===== src/rtl/tape_rec_if.sv =====
// ----------------------------------------------------------------------------
// tape_rec_if -- signal bundle between a cassette source/controller and the
// tape recorder decoder.
//
//   ce_samp   source -> recorder  sample enable
//   arm       source -> recorder  one-clk pulse, start a recording
//   cass_in   source -> recorder  cassette line, clk-synchronous
//   wr        recorder -> source  one-clk byte write strobe
//   addr      recorder -> source  write address (bytes already stored)
//   data      recorder -> source  decoded byte, valid while wr=1
//   length    recorder -> source  bytes stored in this recording
//   busy      recorder -> source  recording in progress
//   done      recorder -> source  recording finished (level)
//   overflow  recorder -> source  buffer filled (sticky until arm)
//   frame_err recorder -> source  saturating count of rejected bytes
//
// master: the machine/controller side; slave: the recorder.
// ----------------------------------------------------------------------------
interface tape_rec_if;
    logic        ce_samp;
    logic        arm;
    logic        cass_in;
    logic        wr;
    logic [15:0] addr;
    logic [7:0]  data;
    logic [15:0] length;
    logic        busy;
    logic        done;
    logic        overflow;
    logic [7:0]  frame_err;

    modport master (
        output ce_samp, arm, cass_in,
        input  wr, addr, data, length, busy, done, overflow, frame_err
    );

    modport slave (
        input  ce_samp, arm, cass_in,
        output wr, addr, data, length, busy, done, overflow, frame_err
    );
endinterface


===== src/rtl/tape_rec.sv =====
// ----------------------------------------------------------------------------
// tape_rec -- cassette tape recorder / decoder.
//
// Measures the period of the cassette signal between rising edges (in ce_samp
// ticks), turns each period into a bit (short = 1, long = 0), assembles
// asynchronous-style frames (start 0, 8 data LSB first, stop 1,1) and writes
// each completed byte into an external buffer RAM.
//
// Parameters:
//   THRESH   period (ticks) at or above which a cycle is a 0 bit
//   TIMEOUT  ticks without a rising edge that end a recording
//
// Ports:
//   clk      system clock, posedge
//   reset_n  synchronous active-low reset
//   bus      tape_rec_if.slave (ce_samp/arm/cass_in in; wr/addr/data/length/
//            busy/done/overflow/frame_err out)
//
// Build option:
//   TAPE_REC_FRAMECHK_EN  when defined, a 0 stop bit rejects the byte and
//                         bumps frame_err; otherwise stop bit values are
//                         ignored and frame_err stays 0.
// ----------------------------------------------------------------------------
module tape_rec #(
    parameter int THRESH  = 12,
    parameter int TIMEOUT = 2000
) (
    input logic       clk,
    input logic       reset_n,
    tape_rec_if.slave bus
);

    typedef enum logic [2:0] {
        S_IDLE,
        S_WAIT,
        S_HUNT,
        S_DATA,
        S_STOP1,
        S_STOP2,
        S_DONE
    } state_t;

    state_t      state_q, state_d;
    logic        prev_q, prev_d;
    logic [11:0] cnt_q, cnt_d;
    logic [2:0]  idx_q, idx_d;
    logic [7:0]  shift_q, shift_d;
    logic [15:0] length_q, length_d;
    logic        wr_q, wr_d;
    logic [7:0]  data_q, data_d;
    logic        overflow_q, overflow_d;
    logic [7:0]  ferr_q, ferr_d;

    logic [11:0] cnt_inc;
    logic        rise;
    logic        bit_one;
    logic        in_frame;
    logic        timed_out;
    logic        stop_bad;
    logic [15:0] len_now;

    function automatic logic [7:0] sat_inc8(input logic [7:0] v);
        return (v == 8'hFF) ? v : v + 8'd1;
    endfunction

    // Cycle measurement and decode helpers.
    always_comb begin
        cnt_inc   = (cnt_q == 12'hFFF) ? cnt_q : cnt_q + 12'd1;
        rise      = bus.ce_samp && bus.cass_in && !prev_q;
        // cnt_inc at a rising edge is the number of ticks since the last edge
        bit_one   = (int'(cnt_inc) < THRESH);
        in_frame  = (state_q == S_HUNT) || (state_q == S_DATA) ||
                    (state_q == S_STOP1) || (state_q == S_STOP2);
        timed_out = in_frame && bus.ce_samp && !rise && (int'(cnt_inc) >= TIMEOUT);
        // Length as it will read when a write issued now becomes visible;
        // any write still in flight is already counted.
        len_now   = length_q + {15'd0, wr_q};
`ifdef TAPE_REC_FRAMECHK_EN
        stop_bad  = !bit_one;
`else
        stop_bad  = 1'b0;
`endif
    end

    // Next-state and datapath.
    always_comb begin
        state_d    = state_q;
        prev_d     = prev_q;
        cnt_d      = cnt_q;
        idx_d      = idx_q;
        shift_d    = shift_q;
        length_d   = len_now;
        wr_d       = 1'b0;
        data_d     = data_q;
        overflow_d = overflow_q;
        ferr_d     = ferr_q;

        if (bus.ce_samp) begin
            prev_d = bus.cass_in;
            cnt_d  = rise ? 12'd0 : cnt_inc;
        end

        if (timed_out) begin
            // Partial byte is simply abandoned.
            state_d = S_DONE;
        end else if (rise) begin
            case (state_q)
                S_WAIT: state_d = S_HUNT;   // first edge only opens a cycle
                S_HUNT: begin
                    if (!bit_one) begin
                        state_d = S_DATA;
                        idx_d   = 3'd0;
                    end
                end
                S_DATA: begin
                    shift_d = {bit_one, shift_q[7:1]};
                    idx_d   = idx_q + 3'd1;
                    if (idx_q == 3'd7) begin
                        state_d = S_STOP1;
                    end
                end
                S_STOP1: begin
                    if (stop_bad) begin
                        state_d = S_HUNT;
                        ferr_d  = sat_inc8(ferr_q);
                    end else begin
                        state_d = S_STOP2;
                    end
                end
                S_STOP2: begin
                    if (stop_bad) begin
                        state_d = S_HUNT;
                        ferr_d  = sat_inc8(ferr_q);
                    end else begin
                        wr_d    = 1'b1;
                        data_d  = shift_q;
                        if (len_now == 16'hFFFF) begin
                            overflow_d = 1'b1;
                            state_d    = S_DONE;
                        end else begin
                            state_d    = S_HUNT;
                        end
                    end
                end
                default: ;
            endcase
        end

        // arm wins over everything above, including a byte completing now.
        if (bus.arm) begin
            state_d    = S_WAIT;
            cnt_d      = 12'd0;
            idx_d      = 3'd0;
            shift_d    = 8'd0;
            length_d   = 16'd0;
            wr_d       = 1'b0;
            overflow_d = 1'b0;
            ferr_d     = 8'd0;
        end
    end

    always_ff @(posedge clk) begin
        if (!reset_n) begin
            state_q    <= S_IDLE;
            prev_q     <= 1'b0;
            cnt_q      <= 12'd0;
            idx_q      <= 3'd0;
            shift_q    <= 8'd0;
            length_q   <= 16'd0;
            wr_q       <= 1'b0;
            data_q     <= 8'd0;
            overflow_q <= 1'b0;
            ferr_q     <= 8'd0;
        end else begin
            state_q    <= state_d;
            prev_q     <= prev_d;
            cnt_q      <= cnt_d;
            idx_q      <= idx_d;
            shift_q    <= shift_d;
            length_q   <= length_d;
            wr_q       <= wr_d;
            data_q     <= data_d;
            overflow_q <= overflow_d;
            ferr_q     <= ferr_d;
        end
    end

    // The write strobe is registered; length picks up the write one clk
    // later, so addr (= length) still shows the pre-increment value during wr.
    assign bus.wr        = wr_q;
    assign bus.addr      = length_q;
    assign bus.data      = data_q;
    assign bus.length    = length_q;
    assign bus.busy      = (state_q != S_IDLE) && (state_q != S_DONE);
    assign bus.done      = (state_q == S_DONE);
    assign bus.overflow  = overflow_q;
    assign bus.frame_err = ferr_q;

endmodule


===== src/flat_wrapper.sv =====
// flat-port wrapper written by rule: the top's interface ports become plain ports
module tape_rec_flat 
#(
    parameter int THRESH  = 12,
    parameter int TIMEOUT = 2000
)
  (clk, reset_n, bus_ce_samp, bus_arm, bus_cass_in, bus_wr, bus_addr, bus_data, bus_length, bus_busy, bus_done, bus_overflow, bus_frame_err);
  tape_rec_if bus_i ();
  input logic clk;
  input logic reset_n;
  input wire logic [$bits(bus_i.ce_samp)-1:0] bus_ce_samp;
  input wire logic [$bits(bus_i.arm)-1:0] bus_arm;
  input wire logic [$bits(bus_i.cass_in)-1:0] bus_cass_in;
  output wire logic [$bits(bus_i.wr)-1:0] bus_wr;
  output wire logic [$bits(bus_i.addr)-1:0] bus_addr;
  output wire logic [$bits(bus_i.data)-1:0] bus_data;
  output wire logic [$bits(bus_i.length)-1:0] bus_length;
  output wire logic [$bits(bus_i.busy)-1:0] bus_busy;
  output wire logic [$bits(bus_i.done)-1:0] bus_done;
  output wire logic [$bits(bus_i.overflow)-1:0] bus_overflow;
  output wire logic [$bits(bus_i.frame_err)-1:0] bus_frame_err;
  assign bus_i.ce_samp = bus_ce_samp;
  assign bus_i.arm = bus_arm;
  assign bus_i.cass_in = bus_cass_in;
  assign bus_wr = bus_i.wr;
  assign bus_addr = bus_i.addr;
  assign bus_data = bus_i.data;
  assign bus_length = bus_i.length;
  assign bus_busy = bus_i.busy;
  assign bus_done = bus_i.done;
  assign bus_overflow = bus_i.overflow;
  assign bus_frame_err = bus_i.frame_err;
  tape_rec #(.THRESH(THRESH), .TIMEOUT(TIMEOUT)) u_core (.clk(clk), .reset_n(reset_n), .bus(bus_i));
endmodule

===== config.mk =====
export PLATFORM = sky130hd
export DESIGN_NAME = tape_rec_flat
export DESIGN_NICKNAME = d
export VERILOG_FILES = /design/src/rtl/tape_rec_if.sv /design/src/rtl/tape_rec.sv /design/src/flat_wrapper.sv
export SDC_FILE = /design/constraint.sdc
export NUM_CORES = 1
export LEC_CHECK = 0
export ABC_CLOCK_PERIOD_IN_PS = 3600
export CELL_PAD_IN_SITES_DETAIL_PLACEMENT = 0
export CELL_PAD_IN_SITES_GLOBAL_PLACEMENT = 1
export CORE_MARGIN = 5
export CORE_UTILIZATION = 38
export DETAILED_ROUTE_END_ITERATION = 7
export PLACE_DENSITY = 0.88
export SLEW_MARGIN = 40
export SYNTH_ARGS = -nofsm -noshare
export SYNTH_HDL_FRONTEND = slang
export SYNTH_SLANG_ARGS = --single-unit

===== constraint.sdc =====
create_clock -name clk -period 3.6 [get_ports clk]
set_input_delay 0.72 -clock clk [delete_from_list [all_inputs] [get_ports clk]]
set_output_delay 0.72 -clock clk [all_outputs]
set_load 0.02 [all_outputs]

==> results.sh <==
export IMPL_status="complete, no violations"
export IMPL_ctsRootBufferMaster="clkbuf_8"
export IMPL_dp_hpwl_mm=4.71
export IMPL_die_w_um=95.8
export IMPL_max_freq_ghz=0.359
export IMPL_antenna_cells=0
export IMPL_routabilityCongestion=0.914
export IMPL_cpMostUsedCell="or3_4"
export IMPL_fin_nets=388
export IMPL_drive_above_1_share_pct=5.28
export IMPL_die_y_um=95.8
export IMPL_syn_area_um2=2800
export IMPL_track_usage_pct=13.8
export IMPL_async_flop_share_pct=0
export IMPL_hold_path_class="register to register"
export IMPL_num_vias=2466
export IMPL_max_stage_delay_ns=0.42
export IMPL_dr_first_iter_drc_count=155
export IMPL_antenna_left=0
export IMPL_antenna_found_initial=0
export IMPL_synth_seq_cells=53
export IMPL_die_area_um2=9180
export IMPL_syn_instance_count=349
export IMPL_wl_per_cell_um=13.3
export IMPL_setup_viol=0
export IMPL_slew_violations=0
export IMPL_clock_sink_count=53
export IMPL_end_kind="register"
export IMPL_yosysWarnings=0
export IMPL_tightest_slew_ns=0.774
export IMPL_ctsHoldBuffers=0
export IMPL_cp_slowest_cell="or3_4"
export IMPL_synth_ff_type="dfxtp_1"
export IMPL_path_cells="ha_1 -> nand2_1 -> or3_4 -> or3_4 -> a2111oi_4 -> a2111oi_2 -> o41ai_1 -> a21oi_1"
export IMPL_postPlaceCellArea_um2=3220
export IMPL_tns_ns=0
export IMPL_htree_levels=2
export IMPL_post_cts_repair_setup_buffers=0
export IMPL_area_growth_pct=18.4
export IMPL_internal_power_uw=743
export IMPL_worst_setup_path_start_kind="register"
export IMPL_grt_max_degree=26
export IMPL_cts_buffers=5
export IMPL_wl_mm=6.34
export IMPL_power_frac_seq_pct=59.7
export IMPL_final_area_um2=3310
export IMPL_synth_edf_count=0
export IMPL_core_area_um2=7210
export IMPL_irDropWorstVdd_uv=143
export IMPL_grt_pass1_wl_mm=10.2
export IMPL_place_port_buffers=48
export IMPL_overflow=0
export IMPL_critPathRequiredTime_ns=3.80
export IMPL_io_pins=57
export IMPL_cts_max_path_buffers=2
export IMPL_skew_ns=0.00789
export IMPL_start_util_pct=38.8
export IMPL_switchingPower_uw=248
export IMPL_post_cts_resized=0
export IMPL_cp_top_family="simple AND/OR/NAND/NOR gates"
export IMPL_cellPowerDensity_nw_per_um2=299
export IMPL_cts_tree="built"
export IMPL_combPwrFrac_pct=5.3
export IMPL_cap_violations=0
export IMPL_syn_mean_instance_area_um2=8.02
export IMPL_layout_commonest_cell="nand2_1"
export IMPL_path_buf_inv=0
export IMPL_insertion_delay_ns=0.31
export IMPL_avgViaCountPerCell=5.16
export IMPL_yosysSeqAreaShare_pct=37.9
export IMPL_fin_crit_ns=2.78
export IMPL_clk_pin_slew_ns=0.10
export IMPL_post_route_util_pct=45.9
export IMPL_synth_cell_type_count=51
export IMPL_power_leakage_uw=0.00113
export IMPL_final_hold_viol_count=0
export IMPL_whs_ns=0.462
export IMPL_drcViolationCount=0
export IMPL_p_sw_share_pct=25.0
export IMPL_firstDrtPassIters=4
export IMPL_cp_max_fo=8
export IMPL_pwr_share_clk_pct=35.0
export IMPL_grt_pass1_vias=2221
export IMPL_grt_setup_unrepaired="false"
export IMPL_layout_common_cells="nand2_1 (55), dfxtp_1 (53), clkdlybuf4s50_1 (48)"
export IMPL_arrival_ns=2.98
export IMPL_rows=31
export IMPL_nFillCells=735
export IMPL_critPathKind="register to register"
export IMPL_max_slew_margin_rel_pct=48.0
export IMPL_post_route_period_util_pct=77.3
## sequential cells by signal, summed over array words and instances, names as in the netlist
register             flops
u_core.state_q           3
u_core.bus.addr         16
u_core.bus.overflow      1
u_core.idx_q             3
u_core.bus.wr            1
u_core.cnt_q            12
u_core.prev_q            1
u_core.shift_q           8
u_core.bus.data          8
## worst register-to-register path: cells and delay by family, from the launching register on
family	cells	cell delay, ns
compound gates	4	0.97
fa+ha+maj	1	0.28
flops	1	0.41
simple gates	3	1.02
## per-layer routing
metal  track usage [%]  up-vias  part of all wire, %
li1                  -     1246                    -
met1              18.0     1150                   46
met2              22.3       59                   47
met3              2.81       11                  4.8
met4              5.81        0                  1.9
met5                 0        -                    0
## final timing paths
check	cells after the start	from	endpoint	slack (ns)
setup reg to reg	8	u_core.cnt_q[0]	u_core.state_q[2]	0.82
setup / recovery	8	u_core.cnt_q[0]	u_core.state_q[2]	0.82
hold / removal	2	u_core.shift_q[0]	u_core.shift_q[0]	0.46
hold reg to reg	2	u_core.shift_q[0]	u_core.shift_q[0]	0.46
## power by group through the flow
stage               Clock (µW)  Sequential, µW  Combinational (µW)
floorplan                    0             603                44.8
CTS                        358             592                52.1
global route               377             593                57.6
detailed placement           0             605                51.8
finish                     346             592                52.6
global placement             0             605                52.0
## per-stage QoR
step           setup WS (ns)  cells  total power (µW)
2_1_floorplan           1.10    356               648
3_3_place_gp           0.759    470               657
3_5_place_dp           0.690    470               657
4_1_cts                0.841    478              1000
5_1_grt                0.675    478              1030
6_report               0.817    478               991
## final cells by class
| cell class | instances | area, µm² | area share [%] |
|---|---|---|---|
| Clock buffer | 5 | 68.8 | 2.08 |
| Clock inverter | 3 | 22.5 | 0.680 |
| Inverter | 7 | 26.3 | 0.793 |
| Multi-Input combinational cell | 261 | 1520 | 45.7 |
| Sequential cell | 53 | 1060 | 32.0 |
| Tap cell | 99 | 124 | 3.74 |
| Timing Repair Buffer | 50 | 495 | 15.0 |
## cells in the mapped netlist, drive strengths merged (9+ instances only)
master / n / area (µm²)
nand2: 55 / 206
dfxtp: 53 / 1060
nor2: 45 / 169
buf: 25 / 184
a21oi: 21 / 105
nand3: 15 / 75.1
o21ai: 11 / 55.1
clkbuf: 10 / 38.8
xor2: 10 / 87.6
a21boi: 9 / 67.6
or3: 9 / 66.3
## logic make-up after synthesis
logic type               share of synthesized area, %
XOR/XNOR                                         4.69
other                                           0.134
flip-flops                                       37.9
AO/OA/AOI/OAI                                    17.0
AND/OR/NAND/NOR                                  28.0
multiplexers                                     1.12
buffers and inverters                            8.90
adder cells (fa/ha/maj)                          2.24
Power figures use the tool's default switching activity.
